[src/rtl/mult54_operand_packer.sv]
// ============================================================================
// Module   : mult54_operand_packer
// Purpose  : Packs serial 5-bit element pairs into 54-bit A/B operand words
//            for the 12-slot packed multiplier. Optional macro: PACK_SAT_EN.
// Revision : 1.0 - initial release
// ============================================================================
`default_nettype none

module mult54_operand_packer #(
    parameter int SLOTS = 12
) (
    input  logic        clk,
    input  logic        rst_n,
    input  logic        in_valid,
    output logic        in_ready,
    input  logic [4:0]  in_a,
    input  logic [4:0]  in_b,
    input  logic        in_last,
    output logic        out_valid,
    input  logic        out_ready,
    output logic [53:0] out_a,
    output logic [53:0] out_b,
    output logic [3:0]  out_count,
    output logic [3:0]  out_lanes,
    output logic        out_sat
);

    typedef enum logic [0:0] {
        FILL   = 1'b0,
        PARKED = 1'b1
    } state_t;

    state_t      state_q, state_d;
    logic [3:0]  slot_ptr_q, slot_ptr_d;
    logic [53:0] asm_a_q, asm_a_d;
    logic [53:0] asm_b_q, asm_b_d;
    logic        asm_sat_q, asm_sat_d;
    logic [3:0]  park_count_q, park_count_d;
    logic        park_sat_q, park_sat_d;
    logic        out_valid_q, out_valid_d;
    logic [53:0] out_a_q, out_a_d;
    logic [53:0] out_b_q, out_b_d;
    logic [3:0]  out_count_q, out_count_d;
    logic [3:0]  out_lanes_q, out_lanes_d;
    logic        out_sat_q, out_sat_d;

    logic        w_accept;
    logic        w_close;
    logic        w_out_free;
    logic [3:0]  w_count;
    logic [3:0]  w_odd_a;
    logic [3:0]  w_odd_b;
    logic        w_odd_sat;
    logic        w_field_sat;
    logic        w_merge_sat;
    logic [53:0] w_merge_a;
    logic [53:0] w_merge_b;

    // Lane g covers slots 3g..3g+2, so it is occupied once count exceeds 3g.
    function automatic logic [3:0] lanes_of(input logic [3:0] cnt);
        return {cnt > 4'd9, cnt > 4'd6, cnt > 4'd3, cnt != 4'd0};
    endfunction

    assign in_ready   = (state_q == FILL);
    assign w_accept   = in_valid && in_ready;
    assign w_close    = w_accept && (in_last || (slot_ptr_q == 4'(SLOTS - 1)));
    assign w_out_free = !out_valid_q || out_ready;
    assign w_count    = slot_ptr_q + 4'd1;

`ifdef PACK_SAT_EN
    // A 5-bit value fits in 4 signed bits only when bits 4 and 3 agree.
    always_comb begin
        w_odd_a   = (in_a[4] ^ in_a[3]) ? (in_a[4] ? 4'h8 : 4'h7) : in_a[3:0];
        w_odd_b   = (in_b[4] ^ in_b[3]) ? (in_b[4] ? 4'h8 : 4'h7) : in_b[3:0];
        w_odd_sat = (in_a[4] ^ in_a[3]) || (in_b[4] ^ in_b[3]);
    end
`else
    always_comb begin
        w_odd_a   = in_a[3:0];
        w_odd_b   = in_b[3:0];
        w_odd_sat = 1'b0;
    end
`endif

    always_comb begin
        w_merge_a   = asm_a_q;
        w_merge_b   = asm_b_q;
        w_field_sat = 1'b0;
        for (int k = 0; k < 12; k++) begin
            if (slot_ptr_q == 4'(k)) begin
                if ((k % 2) == 0) begin
                    w_merge_a[9*(k/2) +: 5] = in_a;
                    w_merge_b[9*(k/2) +: 5] = in_b;
                end else begin
                    w_merge_a[9*(k/2)+5 +: 4] = w_odd_a;
                    w_merge_b[9*(k/2)+5 +: 4] = w_odd_b;
                    w_field_sat               = w_odd_sat;
                end
            end
        end
        w_merge_sat = asm_sat_q | w_field_sat;
    end

    always_comb begin
        state_d      = state_q;
        slot_ptr_d   = slot_ptr_q;
        asm_a_d      = asm_a_q;
        asm_b_d      = asm_b_q;
        asm_sat_d    = asm_sat_q;
        park_count_d = park_count_q;
        park_sat_d   = park_sat_q;
        out_valid_d  = out_valid_q;
        out_a_d      = out_a_q;
        out_b_d      = out_b_q;
        out_count_d  = out_count_q;
        out_lanes_d  = out_lanes_q;
        out_sat_d    = out_sat_q;

        if (out_valid_q && out_ready) begin
            out_valid_d = 1'b0;
        end

        case (state_q)
            FILL: begin
                if (w_accept) begin
                    if (w_close) begin
                        slot_ptr_d = 4'd0;
                        asm_a_d    = '0;
                        asm_b_d    = '0;
                        asm_sat_d  = 1'b0;
                        if (w_out_free) begin
                            out_valid_d = 1'b1;
                            out_a_d     = w_merge_a;
                            out_b_d     = w_merge_b;
                            out_count_d = w_count;
                            out_lanes_d = lanes_of(w_count);
                            out_sat_d   = w_merge_sat;
                        end else begin
                            // Output still held: the finished packet waits in the assembly registers.
                            asm_a_d      = w_merge_a;
                            asm_b_d      = w_merge_b;
                            park_count_d = w_count;
                            park_sat_d   = w_merge_sat;
                            state_d      = PARKED;
                        end
                    end else begin
                        asm_a_d    = w_merge_a;
                        asm_b_d    = w_merge_b;
                        asm_sat_d  = w_merge_sat;
                        slot_ptr_d = slot_ptr_q + 4'd1;
                    end
                end
            end
            PARKED: begin
                if (w_out_free) begin
                    out_valid_d = 1'b1;
                    out_a_d     = asm_a_q;
                    out_b_d     = asm_b_q;
                    out_count_d = park_count_q;
                    out_lanes_d = lanes_of(park_count_q);
                    out_sat_d   = park_sat_q;
                    asm_a_d     = '0;
                    asm_b_d     = '0;
                    state_d     = FILL;
                end
            end
            default: state_d = FILL;
        endcase
    end

    always_ff @(posedge clk or negedge rst_n) begin
        if (!rst_n) begin
            state_q      <= FILL;
            slot_ptr_q   <= 4'd0;
            asm_a_q      <= '0;
            asm_b_q      <= '0;
            asm_sat_q    <= 1'b0;
            park_count_q <= 4'd0;
            park_sat_q   <= 1'b0;
            out_valid_q  <= 1'b0;
            out_a_q      <= '0;
            out_b_q      <= '0;
            out_count_q  <= 4'd0;
            out_lanes_q  <= 4'd0;
            out_sat_q    <= 1'b0;
        end else begin
            state_q      <= state_d;
            slot_ptr_q   <= slot_ptr_d;
            asm_a_q      <= asm_a_d;
            asm_b_q      <= asm_b_d;
            asm_sat_q    <= asm_sat_d;
            park_count_q <= park_count_d;
            park_sat_q   <= park_sat_d;
            out_valid_q  <= out_valid_d;
            out_a_q      <= out_a_d;
            out_b_q      <= out_b_d;
            out_count_q  <= out_count_d;
            out_lanes_q  <= out_lanes_d;
            out_sat_q    <= out_sat_d;
        end
    end

    assign out_valid = out_valid_q;
    assign out_a     = out_a_q;
    assign out_b     = out_b_q;
    assign out_count = out_count_q;
    assign out_lanes = out_lanes_q;
    assign out_sat   = out_sat_q;

endmodule

`default_nettype wire
[config.mk]
export PLATFORM = sky130hd
export DESIGN_NAME = mult54_operand_packer
export DESIGN_NICKNAME = d
export VERILOG_FILES = /design/src/rtl/mult54_operand_packer.sv
export SDC_FILE = /design/constraint.sdc
export NUM_CORES = 1
export LEC_CHECK = 0
export BUFFER_PORTS_ARGS = -buffer_cell sky130_fd_sc_hd__buf_2
export CAP_MARGIN = 20
export CORE_UTILIZATION = 30
export DETAILED_ROUTE_END_ITERATION = 7
export PLACE_DENSITY_LB_ADDON = 0.25
export SLEW_MARGIN = 20
export SYNTH_ARGS = -nofsm -noshare
export SYNTH_HDL_FRONTEND = slang
export SYNTH_SLANG_ARGS = --single-unit
[constraint.sdc]
create_clock -name clk -period 6.6 [get_ports clk]
set_clock_uncertainty 0.2 [all_clocks]
set_input_delay 1.98 -clock clk [delete_from_list [all_inputs] [get_ports clk]]
set_output_delay 1.98 -clock clk [all_outputs]
set_load 0.03 [all_outputs]
==> results of run 1 <==
==> state kept, by name (all words and copies together) (netlist names) <==
signal,flops
asm_a_q,54
asm_b_q,54
out_a,54
out_b,54
out_count,4
out_lanes,4
out_valid,1
park_count_q,4
slot_ptr_q,4
state_q,1
==> how the worst max path moves through the flow <==
stage	end	slack (ps)	depth (start not counted)
finish	in_ready	2820	2
global route	asm_a_q[3]	2740	6
CTS	asm_b_q[37]	2700	5
detailed placement	asm_b_q[38]	2130	4
global placement	asm_b_q[42]	2190	4
floorplan	out_b[10]	3070	6
==> worst max-delay path, delay by kind of cell, from the launching register on <==
kind,cells,cell delay [ps]
buf+inv,2,450
flops,1,610
==> cells by family (layout without fill, tap and decap cells) <==
family	Yosys count	count (layout)	share of synthesized area [%]
AOI/OAI and AO/OA	279	279	25.36
xor gates and xnor gates	2	2	0.1761
adders and majority gates	5	5	0.6289
buffers and inverters	76	196	3.786
DFF	234	234	58.86
muxes	4	4	0.4276
other	1	1	0.03769
and+or+nand+nor	205	205	10.73
==> power groups by stage <==
stage / sequential [mW] / clock (mW) / combinational [mW]
floorplan: 1.80 / 0 / 0.298
global placement: 1.68 / 0 / 0.671
CTS: 1.65 / 1.52 / 0.676
global route: 1.67 / 1.59 / 0.725
finish: 1.65 / 1.49 / 0.671
detailed placement: 1.68 / 0 / 0.675
==> metrics by stage <==
| step | worst slack (ps) | utilization [%] | cell area, µm² | hold slack, ps |
|---|---|---|---|---|
| after floorplan | 3073 | - | 9948 | 249.5 |
| after global placement | 2189 | 33.49 | 10920 | 260.1 |
| after detailed placement | 2127 | 33.49 | 10920 | 260.6 |
| after CTS | 2703 | 36.18 | 11800 | 279.9 |
| after global routing | 2744 | 36.26 | 11830 | 300.1 |
| final | 2818 | 36.26 | 11830 | 272.7 |
==> layer usage <==
metal | part of all wire, % | GRT usage, % | vias to the layer above | wire [µm]
met4 | 2.8 | 5.267 | 0 | 882
met2 | 44 | 28.74 | 246 | 14060
met1 | 47 | 27.97 | 3885 | 15130
li1 | - | - | 3388 | -
met5 | 0 | 0 | - | 0
met3 | 5.6 | 3.280 | 54 | 1790
==> final cells by class <==
cell class	instances	area [µm²]	area share [%]
clock buffer	33	726.9	6.146
sequential	234	5856	49.50
inverter	4	15.01	0.1269
multi-input combinational	496	3724	31.48
timing repair buffer	147	803.3	6.791
clock inverter	12	151.4	1.280
tap	442	553.0	4.675
==> cells in the mapped netlist (all sizes together), types with 2 or more instances <==
master / number
a21o: 9
a21oi: 9
a221o: 100
a22o: 66
a22oi: 2
a31oi: 4
and2: 6
and2b: 3
and3: 5
and3b: 4
buf: 36
clkbuf: 36
dfrtp: 234
ha: 5
inv: 4
mux2: 2
mux2i: 2
nand2: 38
nand2b: 5
nand3: 19
nor2: 23
nor3: 95
nor3b: 4
o2111ai: 2
o211ai: 3
o21ai: 36
o2bb2ai: 40
o31ai: 2
xnor2: 2
==> impl_metrics.tcl, run 1 <==
set metrics [dict create \
    outcome "completed" \
    crit_path_start_kind "flip-flop" \
    dr.pass1.iters 7 \
    r2r_setup_slack_ps 3500 \
    stdcell_count 1368 \
    grt_pass1_wl_um 48890 \
    min_path_type "reg2reg" \
    period_minus_slack_ps 3782 \
    ys_seq_area_share_pct 58.86 \
    worst-r2r-cell-count 5 \
    async_flop_share_pct 100.0 \
    antenna_found_initial 0 \
    die_w_um 184.1 \
    drc 0 \
    final_common_cell "dfrtp_1" \
    h-tree-depth 1 \
    max_cap_violations 0 \
    first_iter_violations 586 \
    setup.worst_path.class "reg2out" \
    clk_pin_slew_ps 60 \
    ctsHoldBuffers 0 \
    die_y_um 184.1 \
    grt_max_degree 126 \
    dieArea_mm2 0.03389 \
    clock_latency_ps 540 \
    dr_total_vias 7573 \
    area_growth_pct 18.90 \
    numClockSinks 234 \
    ant_nets 0 \
    finalSetupViolCount 0 \
    finalCritPeriodShare_pct 57.31 \
    synthFlopType "dfrtp_1" \
    p_sw_share_pct 30.75 \
    initial_core_util_pct 30.50 \
    synth_edf_count 0 \
    avgSynthCellArea_um2 12.34 \
    vdd_drop_max_v 0.0001888 \
    drt-total-wl_um 31870 \
    cp_data_arrival_time_ps 1600 \
    first_global_vias 7430 \
    syn_area_mm2 0.009948 \
    cts_tree "done" \
    track_usage_pct 19.07 \
    place_congestion 0.7918 \
    power_density_mw_per_mm2 322.8 \
    globalRouteOverflowTotal 0 \
    rows 66 \
    hold-path-endpoint "out_a[50]" \
    fillers 3252 \
    max_stage_delay_ps 610 \
    combPwrFrac_pct 17.6 \
    internal_power_mw 2.645 \
    post-cts-setup-buffers 0 \
    cp.required_ps 4420 \
    crit_path_max_fanout 14 \
    synth_seq_cells 234 \
    io_pins 134 \
    drv_slew 0 \
    drt-wirelength-per-cell_um 23.29 \
    synth_warnings 0 \
    layout-drive-gt1-share_pct 23.87 \
    place_hpwl_um 20510 \
    synth_cell_type_count 50 \
    synth_top_area_share_pct 58.86 \
    max_freq_mhz 264.4 \
    antenna_cells 0 \
    power_mw 3.819 \
    critPathCaptureType "primary output" \
    crit_chain "inv_1, buf_2" \
    synth.net_count 826 \
    pwr-share-seq_pct 43.3 \
    hold_depth 1 \
    core_area_mm2 0.03262 \
    portBuffers 132 \
    cts.path.max_buffers 3 \
    syn_inst 806 \
    relSlewSlack_pct 30.86 \
    power.static_leakage_nw 5.594 \
    min_from "asm_a_q[50]" \
    vias_per_cell 5.536 \
    yosys.area.top_type "dfrtp_1" \
    r2r-start "slot_ptr_q[0]" \
    synthTopCellsByArea "dfrtp_1 59%, a221o_1 10%, a22o_1 5.8%, nor3_1 4.7%, o2bb2ai_1 3.5%" \
    post_cts_resized 0 \
    critPathLaunch "state_q" \
    rsz0062_at_grt "false" \
    tns_ps 0 \
    critPathSlowestCell "dfrtp_1" \
    hold_viol 0 \
    dp.cells 1322 \
    p_clk_share_pct 39.1 \
    cts_buffers 26 \
    fin_nets 929 \
    layout_common_cells "234 x dfrtp_1, 131 x buf_2, 100 x a221o_1" \
    worst_r2r_endpoint "out_b[5]" \
    worstMarginPinSlew_ps 1032 \
    cts-root-buf "clkbuf_16" \
    switchingPower_mw 1.174 \
]
(Power assumes the default switching activity.)
==> inputs of run 2 (changes only) <==
==> constraint.sdc (replaced) <==
create_clock -name clk -period 3.35 [get_ports clk]
set_clock_uncertainty 0.2 [all_clocks]
set_input_delay 1.005 -clock clk [delete_from_list [all_inputs] [get_ports clk]]
set_output_delay 1.005 -clock clk [all_outputs]
set_load 0.03 [all_outputs]
==> run 2 against run 1 <==
Sequential power increased by 98%. Hold slack got worse by 36 ps. Global-route usage increased by 0.16 points. Wire length increased by 0.70%. Critical path depth unchanged. Setup slack got worse by 2200 ps. Core utilization increased by 0.61 points. Die area unchanged. Design area increased by 1.7%. Combinational power increased by 100%. Clock power increased by 86%. Largest cell class unchanged. Largest power group unchanged. Highest routed layer unchanged.
==> impl_metrics.tcl, run 2 (synthesis gave the netlist of run 1 again) <==
set metrics [dict create \
    outcome "completed" \
    stdcell_count 1398 \
    drv_slew 0 \
    post_cts_resized 0 \
    p_sw_share_pct 31.15 \
    dr_total_vias 7547 \
    max_cap_violations 0 \
    switchingPower_mw 2.302 \
    vias_per_cell 5.398 \
    dp.cells 1350 \
    clock_latency_ps 540 \
    initial_core_util_pct 30.50 \
    portBuffers 132 \
    cts_tree "done" \
    rows 66 \
    relSlewSlack_pct 36.04 \
    internal_power_mw 5.086 \
    critPathCaptureType "primary output" \
    multi_input_area_mm2 0.003724 \
    power.static_leakage_nw 5.722 \
    hold_ws_ps 236.7 \
    final_common_cell "dfrtp_1" \
    critPathBufInv 2 \
    place_congestion 0.7805 \
    worst-path-stages 2 \
    layout_common_cells "234 x dfrtp_1, 131 x buf_2, 100 x a221o_1" \
    ant_nets 0 \
    min_path_type "in2async" \
    endpoint "in_ready" \
    setup.worst_path.class "reg2out" \
    combPwrFrac_pct 18.4 \
    hold_viol 0 \
    seqCellArea_mm2 0.005856 \
    post-cts-setup-buffers 0 \
    power_density_mw_per_mm2 614.2 \
    dieArea_mm2 0.03389 \
    die_y_um 184.1 \
    pwr-share-seq_pct 44.1 \
    cts.path.max_buffers 3 \
    drt-total-wl_um 32090 \
    critPathSlowestCell "dfrtp_1" \
    drt-wirelength-per-cell_um 22.95 \
    cts-root-buf "clkbuf_16" \
    track_usage_pct 19.22 \
    r2r_setup_slack_ps 660 \
    finalSetupViolCount 0 \
    tns_ps 0 \
    die_w_um 184.1 \
    p_clk_share_pct 37.5 \
    antenna_found_initial 0 \
    cp.required_ps 2140 \
    first_global_vias 7656 \
    worst_r2r_endpoint "asm_b_q[5]" \
    area_growth_pct 20.92 \
    r2r-start "slot_ptr_q[0]" \
    grt_pass1_wl_um 49420 \
    place_hpwl_um 20970 \
    cp_data_arrival_time_ps 1570 \
    cp_top_family "flip-flops" \
    globalRouteOverflowTotal 0 \
    period_minus_slack_ps 2779 \
    first_iter_violations 601 \
    dr.pass1.iters 4 \
    rsz0062_at_grt "false" \
    critPathLaunch "state_q" \
    ctsHoldBuffers 0 \
    vdd_drop_max_v 0.0004985 \
    cts_buffers 26 \
    worstMarginPinSlew_ps 958.4 \
    io_pins 134 \
    fillers 3222 \
    fin_nets 956 \
    clk_pin_slew_ps 60 \
    core_area_mm2 0.03262 \
    numClockSinks 234 \
    crit_chain "inv_1, buf_2" \
    antenna_cells 0 \
    drc 0 \
    finalCritPeriodShare_pct 82.97 \
    h-tree-depth 1 \
    max_freq_mhz 359.8 \
    grt_max_degree 75 \
    worst-r2r-cell-count 5 \
    max_stage_delay_ps 590 \
    crit_path_max_fanout 14 \
    crit_path_start_kind "flip-flop" \
    layout-drive-gt1-share_pct 25.52 \
    postLayoutCoreUtil_pct 36.88 \
]
-- run 2: through the flow --
| stage | total power, mW | setup WS [ps] | cell area, µm² |
|---|---|---|---|
| final | 7.388 | 570.6 | 12030 |
| after global routing | 7.700 | 480.8 | 12030 |
| after CTS | 7.457 | 565.6 | 12030 |
| after detailed placement | 4.675 | 456.1 | 11210 |
| after global placement | 4.673 | 510.4 | 11210 |
| after floorplan | 4.133 | 797.7 | 9948 |
-- run 2: power by group through the flow --
| stage | clock network, mW | registers (mW) | logic [mW] |
|---|---|---|---|
| 2_1_floorplan | 0 | 3.55 | 0.587 |
| 4_1_cts | 2.82 | 3.26 | 1.38 |
| 3_5_place_dp | 0 | 3.30 | 1.37 |
| 6_report | 2.77 | 3.26 | 1.36 |
| 5_1_grt | 2.94 | 3.29 | 1.47 |
| 3_3_place_gp | 0 | 3.31 | 1.36 |
-- run 2: how the worst min path moves through the flow --
stage / depth (start not counted) / slack, ps / end
after floorplan: 1 / 250 / out_a[50]
after global routing: 1 / 270 / out_b[33]
after CTS: 1 / 250 / out_b[33]
final: 1 / 240 / out_b[33]
after global placement: 2 / 260 / out_count[2]
after detailed placement: 1 / 260 / out_a[51]
-- run 2: cell type report --
class / instances / share of cell area, %
clock buffers: 39 / 6.147
clock inverters: 9 / 0.6761
inverters: 4 / 0.1248
multi-input cells: 496 / 30.95
flip-flops and latches: 234 / 48.68
well taps: 442 / 4.597
repair buffers: 174 / 8.821
-- run 2: worst register-to-register path, stage by stage, from the launching register on --
cell	delay, ps
dfrtp_1	490
ha_1	260
and3b_1	300
o21ai_4	480
nand3_2	560
o2bb2ai_1	320
-- run 2: metal layers --
metal	part of all wire, %	global-route usage, %	vias to the layer above
met5	0	0	-
met4	3.1	6.400	0
met3	6.0	3.339	50
met2	43	28.06	265
met1	48	28.54	3804
li1	-	-	3428
